## src/rtl/cla_add_sequencer.sv

```systemverilog
// Sequential WIDTH-bit adder/subtractor that reuses one 4-bit carry-lookahead slice,
// walking the operands one nibble per cycle from the least-significant end.
module cla_add_sequencer #(
  parameter int WIDTH = 16
) (
  input  logic             clk,
  input  logic             rst_n,
  input  logic             in_valid,
  output logic             in_ready,
  input  logic [WIDTH-1:0] a,
  input  logic [WIDTH-1:0] b,
  input  logic             sub,
  input  logic             cin,
  output logic             out_valid,
  input  logic             out_ready,
  output logic [WIDTH-1:0] sum,
  output logic             cout,
  output logic             ovf,
  output logic             zero
);

  localparam int NIB  = WIDTH / 4;
  localparam int IDXW = (NIB > 1) ? $clog2(NIB) : 1;

  typedef enum logic [1:0] {IDLE, RUN, DONE} state_t;

  state_t          state, state_nxt;
  logic [IDXW-1:0] idx;
  logic            carry;
  logic [WIDTH-1:0] a_reg, b_reg, sum_nxt;
  logic [3:0]      x, y, g, p, s_nib;
  logic [4:0]      c;
  logic            last;

  assign last      = (idx == IDXW'(NIB - 1));
  assign in_ready  = (state == IDLE);
  assign out_valid = (state == DONE);

  always_comb begin
    x = '0;
    y = '0;
    for (int n = 0; n < NIB; n++) begin
      if (idx == IDXW'(n)) begin
        x = a_reg[4*n +: 4];
        y = b_reg[4*n +: 4];
      end
    end
  end

  // Two-level lookahead: every carry is a flat sum of products from the nibble carry-in.
  assign g = x & y;
  assign p = x | y;
  assign c[0] = carry;
  assign c[1] = g[0] | (p[0] & carry);
  assign c[2] = g[1] | (p[1] & g[0]) | (p[1] & p[0] & carry);
  assign c[3] = g[2] | (p[2] & g[1]) | (p[2] & p[1] & g[0]) | (p[2] & p[1] & p[0] & carry);
  assign c[4] = g[3] | (p[3] & g[2]) | (p[3] & p[2] & g[1]) | (p[3] & p[2] & p[1] & g[0])
              | (p[3] & p[2] & p[1] & p[0] & carry);
  assign s_nib = x ^ y ^ c[3:0];

  always_comb begin
    sum_nxt = sum;
    for (int n = 0; n < NIB; n++) begin
      if (idx == IDXW'(n)) sum_nxt[4*n +: 4] = s_nib;
    end
  end

  always_comb begin
    state_nxt = state;
    unique case (state)
      IDLE:    if (in_valid)  state_nxt = RUN;
      RUN:     if (last)      state_nxt = DONE;
      DONE:    if (out_ready) state_nxt = IDLE;
      default: state_nxt = IDLE;
    endcase
  end

  always_ff @(posedge clk or negedge rst_n) begin
    if (!rst_n) state <= IDLE;
    else        state <= state_nxt;
  end

  // Subtraction is folded in at capture time: invert B and force the first carry-in.
  always_ff @(posedge clk or negedge rst_n) begin
    if (!rst_n) begin
      idx   <= '0;
      carry <= 1'b0;
      a_reg <= '0;
      b_reg <= '0;
      sum   <= '0;
      cout  <= 1'b0;
      ovf   <= 1'b0;
      zero  <= 1'b0;
    end else begin
      case (state)
        IDLE: begin
          if (in_valid) begin
            a_reg <= a;
            b_reg <= b ^ {WIDTH{sub}};
            carry <= sub | cin;
            idx   <= '0;
          end
        end
        RUN: begin
          sum   <= sum_nxt;
          carry <= c[4];
          if (last) begin
            idx  <= '0;
            cout <= c[4];
            ovf  <= c[3] ^ c[4];
            zero <= (sum_nxt == '0);
          end else begin
            idx  <= idx + IDXW'(1);
          end
        end
        default: ;
      endcase
    end
  end

endmodule

```

## config.mk

```make
export PLATFORM = sky130hd
export DESIGN_NAME = cla_add_sequencer
export DESIGN_NICKNAME = d
export VERILOG_FILES = /design/src/rtl/cla_add_sequencer.sv
export SDC_FILE = /design/constraint.sdc
export NUM_CORES = 1
export LEC_CHECK = 0
export BUFFER_PORTS_ARGS = -buffer_cell sky130_fd_sc_hd__buf_2
export CORE_ASPECT_RATIO = 0.9
export CORE_MARGIN = 2
export CORE_UTILIZATION = 40
export DETAILED_ROUTE_END_ITERATION = 8
export GPL_TIMING_DRIVEN = 0
export PLACE_DENSITY_LB_ADDON = 0.12
export SLEW_MARGIN = 10
export SYNTH_ARGS = -nofsm -noshare
export SYNTH_HDL_FRONTEND = slang
export SYNTH_SLANG_ARGS = --single-unit
```

## constraint.sdc

```tcl
create_clock -name clk -period 2.7 [get_ports clk]
set_input_delay 0.27 -clock clk [delete_from_list [all_inputs] [get_ports clk]]
set_output_delay 0.27 -clock clk [all_outputs]
set_load 0.005 [all_outputs]
```

; Yosys cells after proc, flatten, opt, wreduce, memory -nomap -nowiden
; Index checks and enable logic that the tools add are counted.
[classes]
addsub = 1
n_eq_ne = 8
mux = 21
bitwise = 33
n_reduce_logical = 8
[op_table]
columns = cell, count
row1 = 4-bit two-way mux, 12
row2 = 1-bit AND, 16
row3 = 16-bit logical NOT, 1
row4 = 16-bit bitwise XOR, 1
row5 = 1-bit bitwise OR, 11
row6 = 2-bit two-way mux, 5
row7 = 4-bit bitwise XOR, 2
row8 = 2-bit == test (second input constant), 3
row9 = 2-bit case mux with 3 select lines, 1
row10 = 2-bit AND reduction, 3
row11 = 4-bit AND, 1
row12 = 2-bit by 1-bit == test with 1-bit output (second input constant), 2
row13 = 2-bit logical NOT, 2
row14 = 2-bit inequality test (second input constant), 2
row15 = 4-bit bitwise OR, 1
row16 = 2-bit case mux with 2 select lines, 1
row17 = 3-bit AND reduction, 1
row18 = 2-bit by 1-bit adder with 2-bit output (second input constant), 1
row19 = 2-bit by 1-bit inequality test with 1-bit output (second input constant), 1
row20 = 1-bit case mux with 2 select lines, 1
row21 = 2-bit nonzero test, 1
row22 = 1-bit two-way mux, 1
row23 = 1-bit bitwise XOR, 1
[totals]
register_bits = 56
in_bits = 38
wordCells = 80

; Depth between registers and ports, before layout
[logic_depth]
word_depth = 13
mapped_depth = 14

; Worst setup path before layout
; Ideal clock, no wire load.
[synth_path]
kind = reg2reg
from = reg idx[0]
to = reg zero
arrival_ns = 2.420
slack_ns = 0.203
path_stages_with_launch = 15
period_less_slack_ns = 2.497
cell_sequence = dfrtp_1 -> inv_1 -> ha_1 -> nor2b_1 -> buf_6 -> a221oi_2 -> nor3_1 -> a21o_1 -> inv_2 -> fa_1 -> xor2_1 -> o2111ai_1 -> nor3_1 -> a21oi_1 -> a21oi_1
[synth_between]
elab_chain_len = 13
elab_cells_between_ends = 37
cone_classes = eq/ne (3) / mux (12) / bitwise (19) / reduce/logical (3)
[synth_rtl]
columns = element, line
row1 = start: declaration, 28  ; logic [IDXW-1:0] idx;
row2 = start signal: assignment, 113  ; idx <= idx + IDXW'(1);
row3 = 2-bit logical NOT, "43, 64"
row4 = 4-bit two-way mux (4 in a row), 43  ; if (idx == IDXW'(n)) begin
row5 = 4-bit bitwise OR / 4-bit AND (equally long branches), "52, 51"
row6 = 1-bit AND, 56  ; assign c[3] = g[2] | (p[2] & g[1]) | (p[2] & p[1] & g[0]) | (p[2] & p[1] & p[0] & carry);
row7 = 1-bit bitwise OR / 1-bit AND (equally long branches) (2 in a row), 56
row8 = 1-bit bitwise OR, 56
row9 = 4-bit bitwise XOR, 59  ; assign s_nib = x ^ y ^ c[3:0];
row10 = 4-bit two-way mux, 64  ; if (idx == IDXW'(n)) sum_nxt[4*n +: 4] = s_nib;
row11 = 16-bit logical NOT, 111  ; zero <= (sum_nxt == '0);
row12 = end signal: assignment, 111
row13 = end: declaration, 19  ; output logic zero
; Several ways; a longest one is shown, not always the timed one.
; A chain may end at the register's enable or synchronous reset.

; Final worst setup path
[layout_path]
from = reg idx[0]
to = reg sum[3]
[layout_between]
elab_chain_len = 12
elab_cells_between_ends = 25
cone_classes = eq/ne (3) / mux (9) / bitwise (12) / reduce/logical (1)
[layout_rtl]
columns = element, line
row1 = 2-bit logical NOT, "43, 64"
row2 = 4-bit two-way mux (4 in a row), 43
row3 = 4-bit bitwise OR / 4-bit AND (equally long branches), "52, 51"
row4 = 1-bit AND, 56
row5 = 1-bit bitwise OR / 1-bit AND (equally long branches) (2 in a row), 56
row6 = 1-bit bitwise OR, 56
row7 = 4-bit bitwise XOR, 59
row8 = 4-bit two-way mux *, 64
row9 = end signal: assignment, 105  ; sum <= sum_nxt;
row10 = end: declaration, 16  ; output logic [WIDTH-1:0] sum,
; Mark *: on every way between the ends. The rest lies on a longest branch, timed or not.

==> results.toml <==
[clock_network]
clock-sinks = 56
cts_tree = "done"
clock_latency_ps = 310
clock-root-buffer = "clkbuf_8"
cts.hold.buffers_added = 0
clk_pin_slew_worst_paths_ps = 100
htree_levels = 2
cts_buffer_depth = 2
cts-buffers-inserted = 5

[critical_path]
critical-path-max-stage-delay_ps = 420
path_cells = "buf_6, ha_4, nor2b_4, buf_6, a221oi_2, nor3_1, a21o_1, inv_2, ha_4, nand2b_4, nor2b_4, o41ai_2, or2_4, o21ai_2"
reg2reg_from = "idx[0]$_DFFE_PN0P_"
critPathRequiredTime_ps = 2910
r2r_cells = 14
start_kind = "flip-flop"
slowest_stage = "dfrtp_1"
r2r_setup_slack_ps = 10
path_class = "flip-flop to flip-flop"
cp_max_fo = 7
end_kind = "flip-flop"
worstReg2RegEnd = "sum[3]$_DFFE_PN0P_"
cp.arrival_ps = 2890

[floorplan]
initial_utilization = 0.4152
core_area_um2 = 7112
die-area_um2 = 8086
rows = 29
ios = 59
die_w_um = 94.57
die_height_um = 85.51

[route]
drt_wl_total_um = 6898
drc = 0
num_vias = 2375
post_drt_wl_per_cell_um = 13.99
postRouteAntennaNets = 0
drt-initial-drc-count = 65
first_pass_iters = 4
avgViaCountPerCell = 4.817

[timing]
fin_crit_ps = 2686
hold_viol_final = 0
skew_ps = 7.475
clock.fmax_mhz = 372.3
maxSlewViolCount = 0
hold_slack_ps = 9.097
slew_headroom = 0.5261
period_share = 0.9949
timing.final.setup_violations = 0
rsz0062_at_grt = "true"
fin_tns_setup_ps = 0
tightest_slew_ps = 710.8

[job]
maxCapViolCount = 0

[synthesis]
ys_ff_latch = 56
yosys_warnings = 0
synth_cell_types = 39
seq_area_frac_synth = 0.4746
syn_area_um2 = 2953
synth_area_per_cell_um2 = 9.315
syn_nets = 369
syn_inst = 317

[place]
portBuffers = 57
dp_cells = 467
dp_hpwl_um = 4719
routabilityCongestion = 0.7526

[power_and_ir_drop]
p_int_w = 0.003113
max-vdd-ir-drop_v = 0.0006507
switching_share = 0.4408
p_seq_frac = 0.268
pwr-share-comb = 0.645
p_leak_nw = 1.876
p_sw_w = 0.002454
p_per_area_nw_per_um2 = 1471
p_clk_frac = 0.087

[global_routing]
grt_pass1_vias = 2320
grt.total_usage = 0.1753
grt_max_degree = 57
antenna_found_initial = 0
grt_pass1_wl_um = 11080
grt_overflow = 0

[min_path]
hp-class = "input pin to async pin"

[final_layout]
drive_gt1_frac = 0.3650
fin_nets = 451
antennaDiodeCount = 0
layoutNonFillerInstCount = 493
area_growth_pct = 28.18

[outcome]
status = "completed"
## kinds of logic (layout without fill, tap and decap cells)
logic type	count (synthesis)	after routing	synth area share
buffers and inverters	30	113	0.04915
xor gates and xnor gates	18	18	0.05339
AOI/OAI and AO/OA	70	70	0.1691
muxes	1	1	0.003390
adders and majority gates	14	14	0.06187
DFF	56	56	0.4746
and+or+nand+nor	128	128	0.1886
## power by group through the flow
| stage | registers (W) | logic [W] | clock network (W) |
|---|---|---|---|
| final | 0.00149 | 0.00359 | 0.000485 |
| after global routing | 0.00154 | 0.00398 | 0.000527 |
| after CTS | 0.00148 | 0.00298 | 0.000500 |
| after detailed placement | 0.00150 | 0.00270 | 0 |
| after global placement | 0.00149 | 0.00265 | 0 |
| after floorplan | 0.00146 | 0.00195 | 0 |
## worst max-delay path, delay by kind of cell (launching register included)
kind / cells / cell delay [ps]
adders and majority gates: 2 / 320
buffers and inverters: 3 / 350
AOI/OAI and AO/OA: 4 / 660
and+or+nand+nor: 5 / 810
DFF: 1 / 420
## per-stage QoR
stage          total power (W)  utilization  cell area [µm²]  setup WS (ps)
6_report              0.005567       0.5322             3785          13.86
5_1_grt               0.006049       0.5322             3785         -115.4
4_1_cts               0.004955       0.4986             3546          3.384
3_5_place_dp          0.004196       0.4720             3357         -266.2
3_3_place_gp          0.004139       0.4717             3354         -274.4
2_1_floorplan         0.003405            -             2953          203.0
## cells in the final DEF, fill, tap and decap left out, types with 2 or more instances in the layout
cell / synthesis / final
dfrtp_1: 56 / 56
nor2b_1: 12 / 10
xnor2_1: 17 / 16
a21oi_1: 7 / 6
buf_2: 8 / 62
clkinv_2: 0 / 2
nand2_1: 89 / 89
buf_4: 3 / 21
nor4_1: 3 / 3
a21oi_2: 2 / 3
clkbuf_8: 0 / 6
nor2_1: 5 / 3
inv_2: 7 / 9
nor3_2: 0 / 3
nor3_1: 10 / 7
buf_6: 1 / 3
nand3_1: 2 / 2
a21o_1: 6 / 6
a221oi_4: 0 / 2
ha_1: 13 / 6
nor2b_4: 0 / 2
o31ai_1: 2 / 2
o21ai_1: 22 / 22
ha_4: 0 / 6
nor2_2: 0 / 2
o21ai_2: 4 / 5
clkbuf_1: 3 / 2
inv_1: 6 / 4
a221oi_2: 7 / 5
nand2b_1: 3 / 2
o21ai_0: 14 / 13
## metal layers
layer,vias to the layer above,wire length (µm),part of all wire,GRT usage
met5,-,0,0,0
met4,0,81,0.012,0.04743
met3,9,277,0.040,0.03603
met2,51,3144,0.46,0.2708
met1,1097,3394,0.49,0.2523
li1,1218,-,-,-
## synthesized netlist by cell type (all sizes together)
library cell / n / area (µm²)
nand3b: 1 / 7.510
nor3: 10 / 50.05
nor2: 5 / 18.77
o2111ai: 1 / 8.760
xnor2: 17 / 148.9
and2: 1 / 6.260
o21ba: 1 / 10.01
buf: 13 / 77.57
mux2i: 1 / 10.01
a21o: 6 / 45.04
a21oi: 9 / 52.55
dfrtp: 56 / 1401
o21ai: 40 / 215.2
xor2: 1 / 8.760
nand2b: 3 / 18.77
clkbuf: 4 / 18.77
ha: 13 / 162.7
o41ai: 1 / 16.27
a211oi: 1 / 12.51
o211ai: 1 / 12.51
or2: 1 / 8.760
a221oi: 7 / 105.1
inv: 13 / 48.80
nand3: 2 / 10.01
nor4: 3 / 18.77
fa: 1 / 20.02
nor2b: 13 / 83.83
nand2: 89 / 334.1
o22ai: 1 / 6.260
o31ai: 2 / 15.01
## what timing repair did
item                                    4_1_cts  5_1_grt
pin swaps                                     3       15
endpoints found under the setup margin       14       12
buffers inserted                              5       13
resized for setup                            13       31
## worst max path at each step
stage	from	end	slack (ps)	cells past startpoint
after floorplan	idx[0]$_DFFE_PN0P_	zero$_DFFE_PN0P_	200	14
after global placement	idx[0]$_DFFE_PN0P_	zero$_DFFE_PN0P_	-270	14
after detailed placement	idx[1]$_DFFE_PN0P_	zero$_DFFE_PN0P_	-270	14
after CTS	idx[0]$_DFFE_PN0P_	sum[11]$_DFFE_PN0P_	3	14
after global routing	idx[1]$_DFFE_PN0P_	sum[3]$_DFFE_PN0P_	-120	14
final	idx[0]$_DFFE_PN0P_	sum[3]$_DFFE_PN0P_	10	14
## layout make-up
class,count,area [µm²]
inverter,13,48.80
multi-input combinational,231,1580
clock inverter,2,10.01
tap,93,116.4
timing repair buffer,75,426.7
fill,704,3327
buffer,17,118.9
clock buffer,6,82.58
sequential,56,1401
Power figures use the tool's default switching activity.
